[src/rtl/mem_access_unit_if.sv]
// Data-memory bus between mem_access_unit (master) and the memory (slave):
// a valid/ready request channel and a valid-only read response channel.
interface mem_access_unit_if #(
  parameter int ADDR_W = 32
) ();
  logic              bus_req;
  logic              bus_ready;
  logic              bus_we;
  logic [ADDR_W-1:0] bus_addr;
  logic [31:0]       bus_wdata;
  logic [3:0]        bus_wstrb;
  logic              bus_rvalid;
  logic [31:0]       bus_rdata;

  modport master (
    output bus_req, bus_we, bus_addr, bus_wdata, bus_wstrb,
    input  bus_ready, bus_rvalid, bus_rdata
  );

  modport slave (
    input  bus_req, bus_we, bus_addr, bus_wdata, bus_wstrb,
    output bus_ready, bus_rvalid, bus_rdata
  );
endinterface

[src/rtl/mem_access_unit.sv]
// Data-memory responder for the EX/MEM register: formats byte lanes, runs the bus
// transaction and stalls the pipeline until done. MEM_MISALIGN_CHECK_EN enables misalignment traps.
module mem_access_unit #(
  parameter int ADDR_W = 32
) (
  input  logic        clk,
  input  logic        rst_n,
  input  logic        flush,
  input  logic [31:0] instr_ex,
  input  logic        ram_load_access_ex,
  input  logic        ram_store_access_ex,
  input  logic [31:0] ram_load_addr_ex,
  input  logic [31:0] ram_store_addr_ex,
  input  logic [31:0] ram_store_data_ex,
  output logic        stall_n,
  output logic        load_valid,
  output logic [31:0] load_data,
  output logic        misalign_err,
  mem_access_unit_if.master bus
);

  typedef enum logic [1:0] {
    IDLE = 2'd0,
    REQ  = 2'd1,
    RESP = 2'd2,
    DONE = 2'd3
  } state_t;

  state_t            r_state;
  state_t            w_next_state;
  logic              w_stall_n;
  logic              w_access;
  logic              w_is_load;
  logic              w_start;
  logic              w_misalign;
  logic [2:0]        w_funct3;
  logic [31:0]       w_addr;
  logic              w_unused_bits;

  logic              r_bus_req;
  logic              r_bus_we;
  logic [ADDR_W-1:0] r_bus_addr;
  logic [31:0]       r_bus_wdata;
  logic [3:0]        r_bus_wstrb;
  logic              r_load_valid;
  logic [31:0]       r_load_data;
  logic              r_is_load;
  logic [2:0]        r_funct3;
  logic [1:0]        r_ofs;
  logic              r_flushed;

  function automatic logic [3:0] store_strb(input logic [2:0] f3, input logic [1:0] ofs);
    case (f3)
      3'b000:  return 4'b0001 << ofs;
      3'b001:  return 4'b0011 << {ofs[1], 1'b0};
      default: return 4'b1111;
    endcase
  endfunction

  function automatic logic [31:0] store_data(input logic [2:0] f3, input logic [31:0] d);
    case (f3)
      3'b000:  return {4{d[7:0]}};
      3'b001:  return {2{d[15:0]}};
      default: return d;
    endcase
  endfunction

  function automatic logic [31:0] load_fmt(input logic [2:0] f3, input logic [1:0] ofs,
                                           input logic [31:0] rd);
    logic [31:0] sh;
    logic [15:0] h;
    sh = rd >> {ofs, 3'b000};
    h  = ofs[1] ? rd[31:16] : rd[15:0];
    case (f3)
      3'b000:  return {{24{sh[7]}}, sh[7:0]};
      3'b001:  return {{16{h[15]}}, h};
      3'b100:  return {24'h000000, sh[7:0]};
      3'b101:  return {16'h0000, h};
      default: return rd;
    endcase
  endfunction

`ifdef MEM_MISALIGN_CHECK_EN
  logic r_misalign_err;

  function automatic logic is_misaligned(input logic is_ld, input logic [2:0] f3,
                                         input logic [1:0] ofs);
    logic byte_acc;
    logic half_acc;
    byte_acc = is_ld ? (f3[1:0] == 2'b00 && !f3[2] || f3 == 3'b100) : (f3 == 3'b000);
    half_acc = is_ld ? (f3 == 3'b001 || f3 == 3'b101) : (f3 == 3'b001);
    if (byte_acc)      return 1'b0;
    else if (half_acc) return ofs[0];
    else               return (ofs != 2'b00);
  endfunction

  assign w_misalign   = is_misaligned(w_is_load, w_funct3, w_addr[1:0]);
  assign misalign_err = r_misalign_err;
`else
  assign w_misalign   = 1'b0;
  assign misalign_err = 1'b0;
`endif

  // A simultaneous load and store resolves to the load; the store is dropped.
  assign w_is_load     = ram_load_access_ex;
  assign w_access      = ram_load_access_ex | ram_store_access_ex;
  assign w_start       = w_access & ~flush;
  assign w_funct3      = instr_ex[14:12];
  assign w_addr        = w_is_load ? ram_load_addr_ex : ram_store_addr_ex;
  assign w_unused_bits = ^{instr_ex[31:15], instr_ex[11:0]};

  assign stall_n       = w_stall_n | ~rst_n;
  assign load_valid    = r_load_valid;
  assign load_data     = r_load_data;
  assign bus.bus_req   = r_bus_req;
  assign bus.bus_we    = r_bus_we;
  assign bus.bus_addr  = r_bus_addr;
  assign bus.bus_wdata = r_bus_wdata;
  assign bus.bus_wstrb = r_bus_wstrb;

  // State register.
  always_ff @(posedge clk or negedge rst_n) begin
    if (!rst_n) r_state <= IDLE;
    else        r_state <= w_next_state;
  end

  // Next-state and pipeline stall decode.
  always_comb begin
    w_next_state = r_state;
    w_stall_n    = 1'b1;
    case (r_state)
      IDLE: begin
        if (w_start) begin
          w_stall_n    = 1'b0;
          w_next_state = w_misalign ? DONE : REQ;
        end else begin
          w_stall_n    = 1'b1;
          w_next_state = IDLE;
        end
      end
      REQ: begin
        w_stall_n = 1'b0;
        if (bus.bus_ready)  w_next_state = r_is_load ? RESP : DONE;
        else if (flush)     w_next_state = IDLE;
        else                w_next_state = REQ;
      end
      RESP: begin
        w_stall_n = 1'b0;
        if (bus.bus_rvalid) w_next_state = DONE;
        else                w_next_state = RESP;
      end
      DONE: begin
        w_stall_n    = 1'b1;
        w_next_state = IDLE;
      end
      default: begin
        w_stall_n    = 1'b1;
        w_next_state = IDLE;
      end
    endcase
  end

  // Bus request registers, access context and load result.
  always_ff @(posedge clk or negedge rst_n) begin
    if (!rst_n) begin
      r_bus_req    <= 1'b0;
      r_bus_we     <= 1'b0;
      r_bus_addr   <= {ADDR_W{1'b0}};
      r_bus_wdata  <= 32'h0000_0000;
      r_bus_wstrb  <= 4'b0000;
      r_load_valid <= 1'b0;
      r_load_data  <= 32'h0000_0000;
      r_is_load    <= 1'b0;
      r_funct3     <= 3'b000;
      r_ofs        <= 2'b00;
      r_flushed    <= 1'b0;
`ifdef MEM_MISALIGN_CHECK_EN
      r_misalign_err <= 1'b0;
`endif
    end else begin
      r_load_valid <= 1'b0;
`ifdef MEM_MISALIGN_CHECK_EN
      r_misalign_err <= 1'b0;
`endif
      case (r_state)
        IDLE: begin
          if (w_start) begin
            r_is_load <= w_is_load;
            r_funct3  <= w_funct3;
            r_ofs     <= w_addr[1:0];
            r_flushed <= 1'b0;
            if (w_misalign) begin
`ifdef MEM_MISALIGN_CHECK_EN
              r_misalign_err <= 1'b1;
`endif
            end else begin
              r_bus_req   <= 1'b1;
              r_bus_we    <= ~w_is_load;
              r_bus_addr  <= {w_addr[ADDR_W-1:2], 2'b00};
              r_bus_wdata <= w_is_load ? 32'h0000_0000 : store_data(w_funct3, ram_store_data_ex);
              r_bus_wstrb <= w_is_load ? 4'b0000 : store_strb(w_funct3, w_addr[1:0]);
            end
          end
        end
        REQ: begin
          // A flush that coincides with the handshake must still finish the bus transfer.
          if (bus.bus_ready) begin
            r_bus_req <= 1'b0;
            if (flush) r_flushed <= 1'b1;
          end else if (flush) begin
            r_bus_req <= 1'b0;
          end
        end
        RESP: begin
          if (flush) r_flushed <= 1'b1;
          if (bus.bus_rvalid && !r_flushed && !flush) begin
            r_load_data  <= load_fmt(r_funct3, r_ofs, bus.bus_rdata);
            r_load_valid <= 1'b1;
          end
        end
        DONE: begin
          r_flushed <= 1'b0;
        end
        default: begin
          r_bus_req <= 1'b0;
        end
      endcase
    end
  end

endmodule

[src/flat_wrapper.sv]
// flat-port wrapper written by rule: the top's interface ports become plain ports
module mem_access_unit_flat 
#(
  parameter int ADDR_W = 32
)
  (clk, rst_n, flush, instr_ex, ram_load_access_ex, ram_store_access_ex, ram_load_addr_ex, ram_store_addr_ex, ram_store_data_ex, stall_n, load_valid, load_data, misalign_err, bus_bus_req, bus_bus_we, bus_bus_addr, bus_bus_wdata, bus_bus_wstrb, bus_bus_ready, bus_bus_rvalid, bus_bus_rdata);
  mem_access_unit_if #(.ADDR_W(ADDR_W)) bus_i ();
  input  logic clk;
  input  logic rst_n;
  input  logic flush;
  input  logic [31:0] instr_ex;
  input  logic ram_load_access_ex;
  input  logic ram_store_access_ex;
  input  logic [31:0] ram_load_addr_ex;
  input  logic [31:0] ram_store_addr_ex;
  input  logic [31:0] ram_store_data_ex;
  output logic stall_n;
  output logic load_valid;
  output logic [31:0] load_data;
  output logic misalign_err;
  output wire logic [$bits(bus_i.bus_req)-1:0] bus_bus_req;
  output wire logic [$bits(bus_i.bus_we)-1:0] bus_bus_we;
  output wire logic [$bits(bus_i.bus_addr)-1:0] bus_bus_addr;
  output wire logic [$bits(bus_i.bus_wdata)-1:0] bus_bus_wdata;
  output wire logic [$bits(bus_i.bus_wstrb)-1:0] bus_bus_wstrb;
  input wire logic [$bits(bus_i.bus_ready)-1:0] bus_bus_ready;
  input wire logic [$bits(bus_i.bus_rvalid)-1:0] bus_bus_rvalid;
  input wire logic [$bits(bus_i.bus_rdata)-1:0] bus_bus_rdata;
  assign bus_bus_req = bus_i.bus_req;
  assign bus_bus_we = bus_i.bus_we;
  assign bus_bus_addr = bus_i.bus_addr;
  assign bus_bus_wdata = bus_i.bus_wdata;
  assign bus_bus_wstrb = bus_i.bus_wstrb;
  assign bus_i.bus_ready = bus_bus_ready;
  assign bus_i.bus_rvalid = bus_bus_rvalid;
  assign bus_i.bus_rdata = bus_bus_rdata;
  mem_access_unit #(.ADDR_W(ADDR_W)) u_core (.clk(clk), .rst_n(rst_n), .flush(flush), .instr_ex(instr_ex), .ram_load_access_ex(ram_load_access_ex), .ram_store_access_ex(ram_store_access_ex), .ram_load_addr_ex(ram_load_addr_ex), .ram_store_addr_ex(ram_store_addr_ex), .ram_store_data_ex(ram_store_data_ex), .stall_n(stall_n), .load_valid(load_valid), .load_data(load_data), .misalign_err(misalign_err), .bus(bus_i));
endmodule
[config.mk]
export PLATFORM = sky130hd
export DESIGN_NAME = mem_access_unit_flat
export DESIGN_NICKNAME = d
export VERILOG_FILES = /design/src/rtl/mem_access_unit_if.sv /design/src/rtl/mem_access_unit.sv /design/src/flat_wrapper.sv
export SDC_FILE = /design/constraint.sdc
export NUM_CORES = 1
export LEC_CHECK = 0
export CORE_MARGIN = 2
export CORE_UTILIZATION = 45
export DETAILED_ROUTE_END_ITERATION = 10
export PLACE_DENSITY = 0.92
export SYNTH_ARGS = -nofsm -noshare
export SYNTH_HDL_FRONTEND = slang
export SYNTH_SLANG_ARGS = --single-unit
export TNS_END_PERCENT = 1
[constraint.sdc]
create_clock -name clk -period 3.85 [get_ports clk]
set_input_delay 0.385 -clock clk [delete_from_list [all_inputs] [get_ports clk]]
set_output_delay 0.385 -clock clk [all_outputs]
set_load 0.02 [all_outputs]
==> impl_metrics.toml, run 1 <==
[run_status]
status = "completed"

[synthesis]
ys_types = 41
syn_inst = 576
synth_top_area_share_pct = 48.33
synth_edf_count = 0
synth_seq_cells = 110
synth_async_sr_flop_share_pct = 100.0
syn_area_sq_um = 5695
postSynthAreaPerCell_sq_um = 9.888
synthTopCellsByArea = "dfrtp_1 (48%), mux2i_1 (11%), o21ai_0 (8.2%)"
synthFlopType = "dfrtp_1"
yosys.area.top_type = "dfrtp_1"
yosys_warnings = 0
yosysSeqAreaShare_pct = 48.33

[timing]
post-route-min-period_ns = 2.394
clock_skew_ns = 0.006877
final_hold_viol_count = 0
max_slew_margin_pct = 44.02
worstMarginPinSlew_ns = 0.8397
period_share_pct = 62.19
fmaxAchievable_mhz = 417.7
finalSetupTns_ns = 0
setup_violations = 0
rsz0062_at_grt = "no"
slew_violations = 0

[routing]
drt_iter0_markers = 484
via_per_inst = 5.324
firstDrtPassIters = 6
finalWirelength_um = 16320
ant_nets = 0
routedWlPerCell_um = 16.95
drc = 0
num_vias = 5127

[setup_path]
critPathKind = "input port to output port"
worstReg2RegStart = "u_core.r_state[0]$_DFF_PN0_"
crit_start = "ram_store_access_ex"
crit_fanout = 5
cp_cell_sequence = "clkdlybuf4s50_1 -> o21bai_1 -> mux2i_1 -> nand2_1 -> clkdlybuf4s50_1"
path_delay_family = "buffers and inverters"
worstRegToRegCells = 6
max_stage_delay_ns = 0.60
crit_arrival_ns = 2.01
slowest_stage = "clkdlybuf4s50_1"
reg2reg_slack_ns = 1.53
crit_cells = 5
cp.required_ns = 3.46
cp.buffers_inverters = 2
crit_path_frequent_cell = "clkdlybuf4s50_1"
setup.worst_path.start_class = "input port"
worstSetupEndpointType = "output port"

[die]
fp.dieW_um = 116.5
num_io_pins = 272
die_area_sq_um = 13570
die_y_um = 116.5
rows = 41
initial_core_util_pct = 45.69
core_sq_um = 12470

[final_layout]
drive_gt1_share_pct = 6.574
post-route-util_pct = 67.14
fill_cells = 941
n_antenna_cell = 0
fin_nets = 959
final_common_cell = "clkdlybuf4s50_1"
syn2layout_area_growth_pct = 46.95
layout_common_cells = "clkdlybuf4s50_1 (237), dfrtp_1 (110), o21ai_0 (93), nand2_1 (87), mux2i_1 (60)"
fin_area_sq_um = 8369

[power_and_ir_drop]
intPower_uw = 3615
p_per_area_nw_per_um2 = 725.4
combPwrFrac_pct = 51.7
totalPowerFinal_uw = 6071
p_switching_uw = 2456
clockPowerShare_pct = 14.0
pwr-share-seq_pct = 34.3
swShare_pct = 40.45
vdd_drop_max_uv = 461.7
p_leak_uw = 0.003497

[clock_tree]
clk_path_buf_depth = 2
cts_tree = "built"
holdBufCountCts = 0
htreeDepth = 3
clk_pin_slew_worst_paths_ns = 0.07
postCtsSetupRepairBufs = 0
numCtsBuffers = 9
insertion_delay_ns = 0.34
cts_root_buffer = "clkbuf_16"
cts_sinks = 110
cts_resized = 0

[global_routing]
grt_max_degree = 144
antenna_found_initial = 0
grt_pass1_wl_um = 25290
grtUsageTotal_pct = 24.00
grt_pass1_vias = 5008
grt.overflow.total = 0

[placed_design]
dp_hpwl_um = 11770
place.gp.congestion = 0.8799
io_buffers = 239
place_area_sq_um = 8112

[min_path]
min_path_type = "input port to asynchronous set/reset pin"

[run]
maxCapViolCount = 0
==> layout make-up <==
class                           instances  area, sq um  share of cell area, %
Inverter                                9        33.78                 0.4036
Timing Repair Buffer                  246         2450                  29.27
Multi-Input combinational cell        411         2660                  31.78
Clock buffer                           11        232.7                  2.781
Sequential cell                       110         2753                  32.89
Tap cell                              172        215.2                  2.571
Clock inverter                          4        25.02                 0.2990
==> per-stage QoR <==
step	hold WS, ns	setup WS, ns	instances
3_5_place_dp	0.4470	1.368	948
5_1_grt	0.1166	1.289	963
6_report	0.05462	1.456	963
3_3_place_gp	0.4461	1.406	948
2_1_floorplan	0.08941	2.159	578
4_1_cts	0.07957	1.444	963
==> synth_stat cells (9+ instances only) <==
library cell    n
clkbuf_1       13
a21o_1          9
nand2_1        87
nand2b_1       10
dfrtp_1       110
o21ai_0        93
o31ai_1        12
a21oi_1        34
mux2_2         11
buf_2          22
o211ai_1       16
inv_1           9
o21ai_2        10
mux2i_1        60
nor2_1          9
buf_4          10
==> path summary, 6_finish.rpt <==
check / endpoint
setup / recovery: stall_n
hold / removal: u_core.load_data[29]$_DFFE_PN0P_
setup reg to reg: u_core.load_data[21]$_DFFE_PN0P_
hold reg to reg: u_core.bus.bus_wdata[29]$_DFFE_PN0P_
max in group asynchronous: u_core.bus.bus_wdata[7]$_DFFE_PN0P_
min in group clk: u_core.bus.bus_wdata[29]$_DFFE_PN0P_
==> state kept, by name, indices dropped and copies added, names as in the netlist, 2 cells and up, named ones only <==
register,count
u_core.bus.bus_addr,30
u_core.load_data,32
u_core.r_funct3,3
u_core.bus.bus_wstrb,4
u_core.bus.bus_wdata,32
u_core.r_ofs,2
==> power by group through the flow <==
stage	logic [uW]	clock network, uW	registers [uW]
after detailed placement	3150	0	2090
after floorplan	1150	0	2620
after global placement	3080	0	2070
final	3140	847	2080
after global routing	3400	903	2150
after CTS	3160	858	2080
==> cells by family (layout without fill, tap and decap cells) <==
group / after synthesis / after routing / synth area share, %
AO/OA/AOI/OAI: 199 / 199 / 21.40
adder cells (fa/ha/maj): 5 / 5 / 1.098
buffers and inverters: 57 / 270 / 5.294
flip-flops: 110 / 110 / 48.33
multiplexers: 72 / 72 / 12.98
other: 1 / 3 / 0.06584
AND/OR/NAND/NOR: 132 / 132 / 10.83
==> routing by layer <==
metal	vias up	part of all wire, %	global-route usage, %
met5	-	0	0
met3	25	10	8.095
met1	2429	39	29.38
met4	0	2.3	8.810
met2	214	49	39.61
li1	2459	-	-
(Power assumes the default switching activity.)
==> inputs of run 2 (changes only) <==
--- a/config.mk
+++ b/config.mk
@@ -6,9 +6,9 @@
 export NUM_CORES = 1
 export LEC_CHECK = 0
 export CORE_MARGIN = 2
-export CORE_UTILIZATION = 45
+export CORE_UTILIZATION = 37
 export DETAILED_ROUTE_END_ITERATION = 10
-export PLACE_DENSITY = 0.92
+export PLACE_DENSITY = 0.82
 export SYNTH_ARGS = -nofsm -noshare
 export SYNTH_HDL_FRONTEND = slang
 export SYNTH_SLANG_ARGS = --single-unit
==> constraint.sdc (replaced) <==
create_clock -name clk -period 2 [get_ports clk]
set_input_delay 0.2 -clock clk [delete_from_list [all_inputs] [get_ports clk]]
set_output_delay 0.2 -clock clk [all_outputs]
set_load 0.02 [all_outputs]
==> run 2 against run 1 <==
Effect of this change: the run now ends with hold timing left; sequential cell count stayed put; die area is 21% higher; critical path depth stayed put; clock-buffer cell count fell by 2; largest power group unchanged; highest routed layer unchanged.
==> impl_metrics.toml, run 2 (synthesis gave the netlist of run 1 again) <==
[clock_tree]
clk_pin_slew_worst_paths_ns = 0.07
cts_root_buffer = "clkbuf_16"
cts_sinks = 110
clk_path_buf_depth = 2
cts_tree = "built"
numCtsBuffers = 9
insertion_delay_ns = 0.36
htreeDepth = 3
holdBufCountCts = 0

[power_and_ir_drop]
vdd_drop_max_uv = 689.2
p_leak_uw = 0.003626
p_per_area_nw_per_um2 = 1393

[setup_path]
crit_fanout = 4
critPathKind = "flop to output port"
cp.buffers_inverters = 2
path_delay_family = "buffers and inverters"
cp_cell_sequence = "inv_1 -> ha_2 -> mux2i_1 -> nand2_1 -> dlygate4sd2_1"
slowest_stage = "dfrtp_1"
worstSetupEndpointType = "output port"
max_stage_delay_ns = 0.41
setup.worst_path.start_class = "flop"
cp.required_ns = 1.80
crit_arrival_ns = 1.70

[routing]
drt_iter0_markers = 384
num_vias = 5226
ant_nets = 0
routedWlPerCell_um = 17.91
firstDrtPassIters = 4
wl_met2_um = 8491
drt-met1-wl_um = 7129
via_per_inst = 5.242
finalWirelength_um = 17860
wl_met3_um = 1672
maxUsedRoutingLayer = "met4"
drc = 0

[run_status]
status = "complete, but fails checks"
failed_checks = "hold timing"

[final_layout]
final_common_cell = "clkdlybuf4s50_1"
fin_cells = 997
layout_common_cells = "clkdlybuf4s50_1 (236), dfrtp_1 (110), o21ai_0 (93), nand2_1 (87), mux2i_1 (60)"
syn2layout_area_growth_pct = 52.04
drive_gt1_share_pct = 9.023
n_antenna_cell = 0
fill_cells = 1281
fin_nets = 976

[die]
initial_core_util_pct = 37.60
die_y_um = 128.1
fp.dieW_um = 128.1
rows = 45
die_area_sq_um = 16400
num_io_pins = 272
core_sq_um = 15150

[min_path]
min_path_type = "input port to asynchronous set/reset pin"

[global_routing]
antenna_found_initial = 0
grt_pass1_vias = 5020
grt_max_degree = 111
grtUsageTotal_pct = 21.63
grt_pass1_wl_um = 27330
grt.overflow.total = 0

[timing]
setup_ws_ns = 0.09831
final_hold_viol_count = 62
slew_violations = 0
rsz0062_at_grt = "no"
post-route-min-period_ns = 1.902
clock_skew_ns = 0.009109
max_slew_margin_pct = 59.90
finalSetupTns_ns = 0
fmaxAchievable_mhz = 525.8
period_share_pct = 95.08
setup_violations = 0
worstMarginPinSlew_ns = 0.6015
whs_ns = -0.03779

[placed_design]
dp_slack_ns = 0.05824
dp_hpwl_um = 13040
io_buffers = 239
place.gp.congestion = 0.8595
place_inst = 980

[run]
maxCapViolCount = 0
run 2: power by group:
| group | internal [uW] | total (uW) | switching [uW] |
|---|---|---|---|
| sequential | 3260 | 3950 | 684 |
| combinational | 2980 | 6260 | 3280 |
| clock | 975 | 1850 | 876 |
| total | 7220 | 12100 | 4840 |
run 2: path summary, 6_finish.rpt:
check	startpoint	endpoint	slack (ns)	depth (start not counted)
worst max-delay path	flop	stall_n	0.1	5
worst min-delay path	rst_n	u_core.bus.bus_addr[5]$_DFFE_PN0P_	-0.04	2
worst max register to register	u_core.r_state[0]$_DFF_PN0_	u_core.load_data[20]$_DFFE_PN0P_	0.23	7
worst min register to register	u_core.bus.bus_addr[25]$_DFFE_PN0P_	u_core.bus.bus_addr[25]$_DFFE_PN0P_	0.48	2
max in group asynchronous	rst_n	u_core.r_flushed$_DFFE_PN0P_	1.60	2
min in group clk	ram_store_addr_ex[15]	u_core.bus.bus_addr[15]$_DFFE_PN0P_	0.46	3
run 2: area by class of cell:
class                           instances  area, sq um  share of cell area (%)
Inverter                                9        33.78                  0.3901
Timing Repair Buffer                  263         2676                   30.91
Sequential cell                       110         2753                   31.79
Clock buffer                            9        225.2                   2.601
Tap cell                              188        235.2                   2.716
Multi-Input combinational cell        411         2663                   30.75
Clock inverter                          7        73.82                  0.8525
run 2: stage by stage:
| step | total power [uW] | instance area, sq um | util, % |
|---|---|---|---|
| after floorplan | 7263 | 5703 | - |
| after global placement | 10110 | 8339 | 55.06 |
| after detailed placement | 10260 | 8339 | 55.06 |
| after CTS | 12150 | 8637 | 57.03 |
| after global routing | 12790 | 8660 | 57.17 |
| final | 12060 | 8660 | 57.17 |
run 2: what timing repair did:
item	CTS	global route
pin swaps	0	1
buffers inserted	0	1
hold endpoints to repair	0	0
gates resized for setup	1	1
cloned	0	0
endpoints found under the setup margin	1	14
run 2: worst reg2reg max path, delay by kind of cell (launching register included):
kind,cells,cell delay [ns]
AO/OA/AOI/OAI,1,0.10
AND/OR/NAND/NOR,2,0.40
adder cells (fa/ha/maj),1,0.24
buffers and inverters,3,0.48
flip-flops,1,0.42
run 2: metal layers:
| layer | up-vias | track usage, % |
|---|---|---|
| li1 | 2503 | - |
| met1 | 2433 | 26.39 |
| met2 | 251 | 35.04 |
| met3 | 39 | 6.845 |
| met4 | 0 | 10.02 |
| met5 | - | 0 |
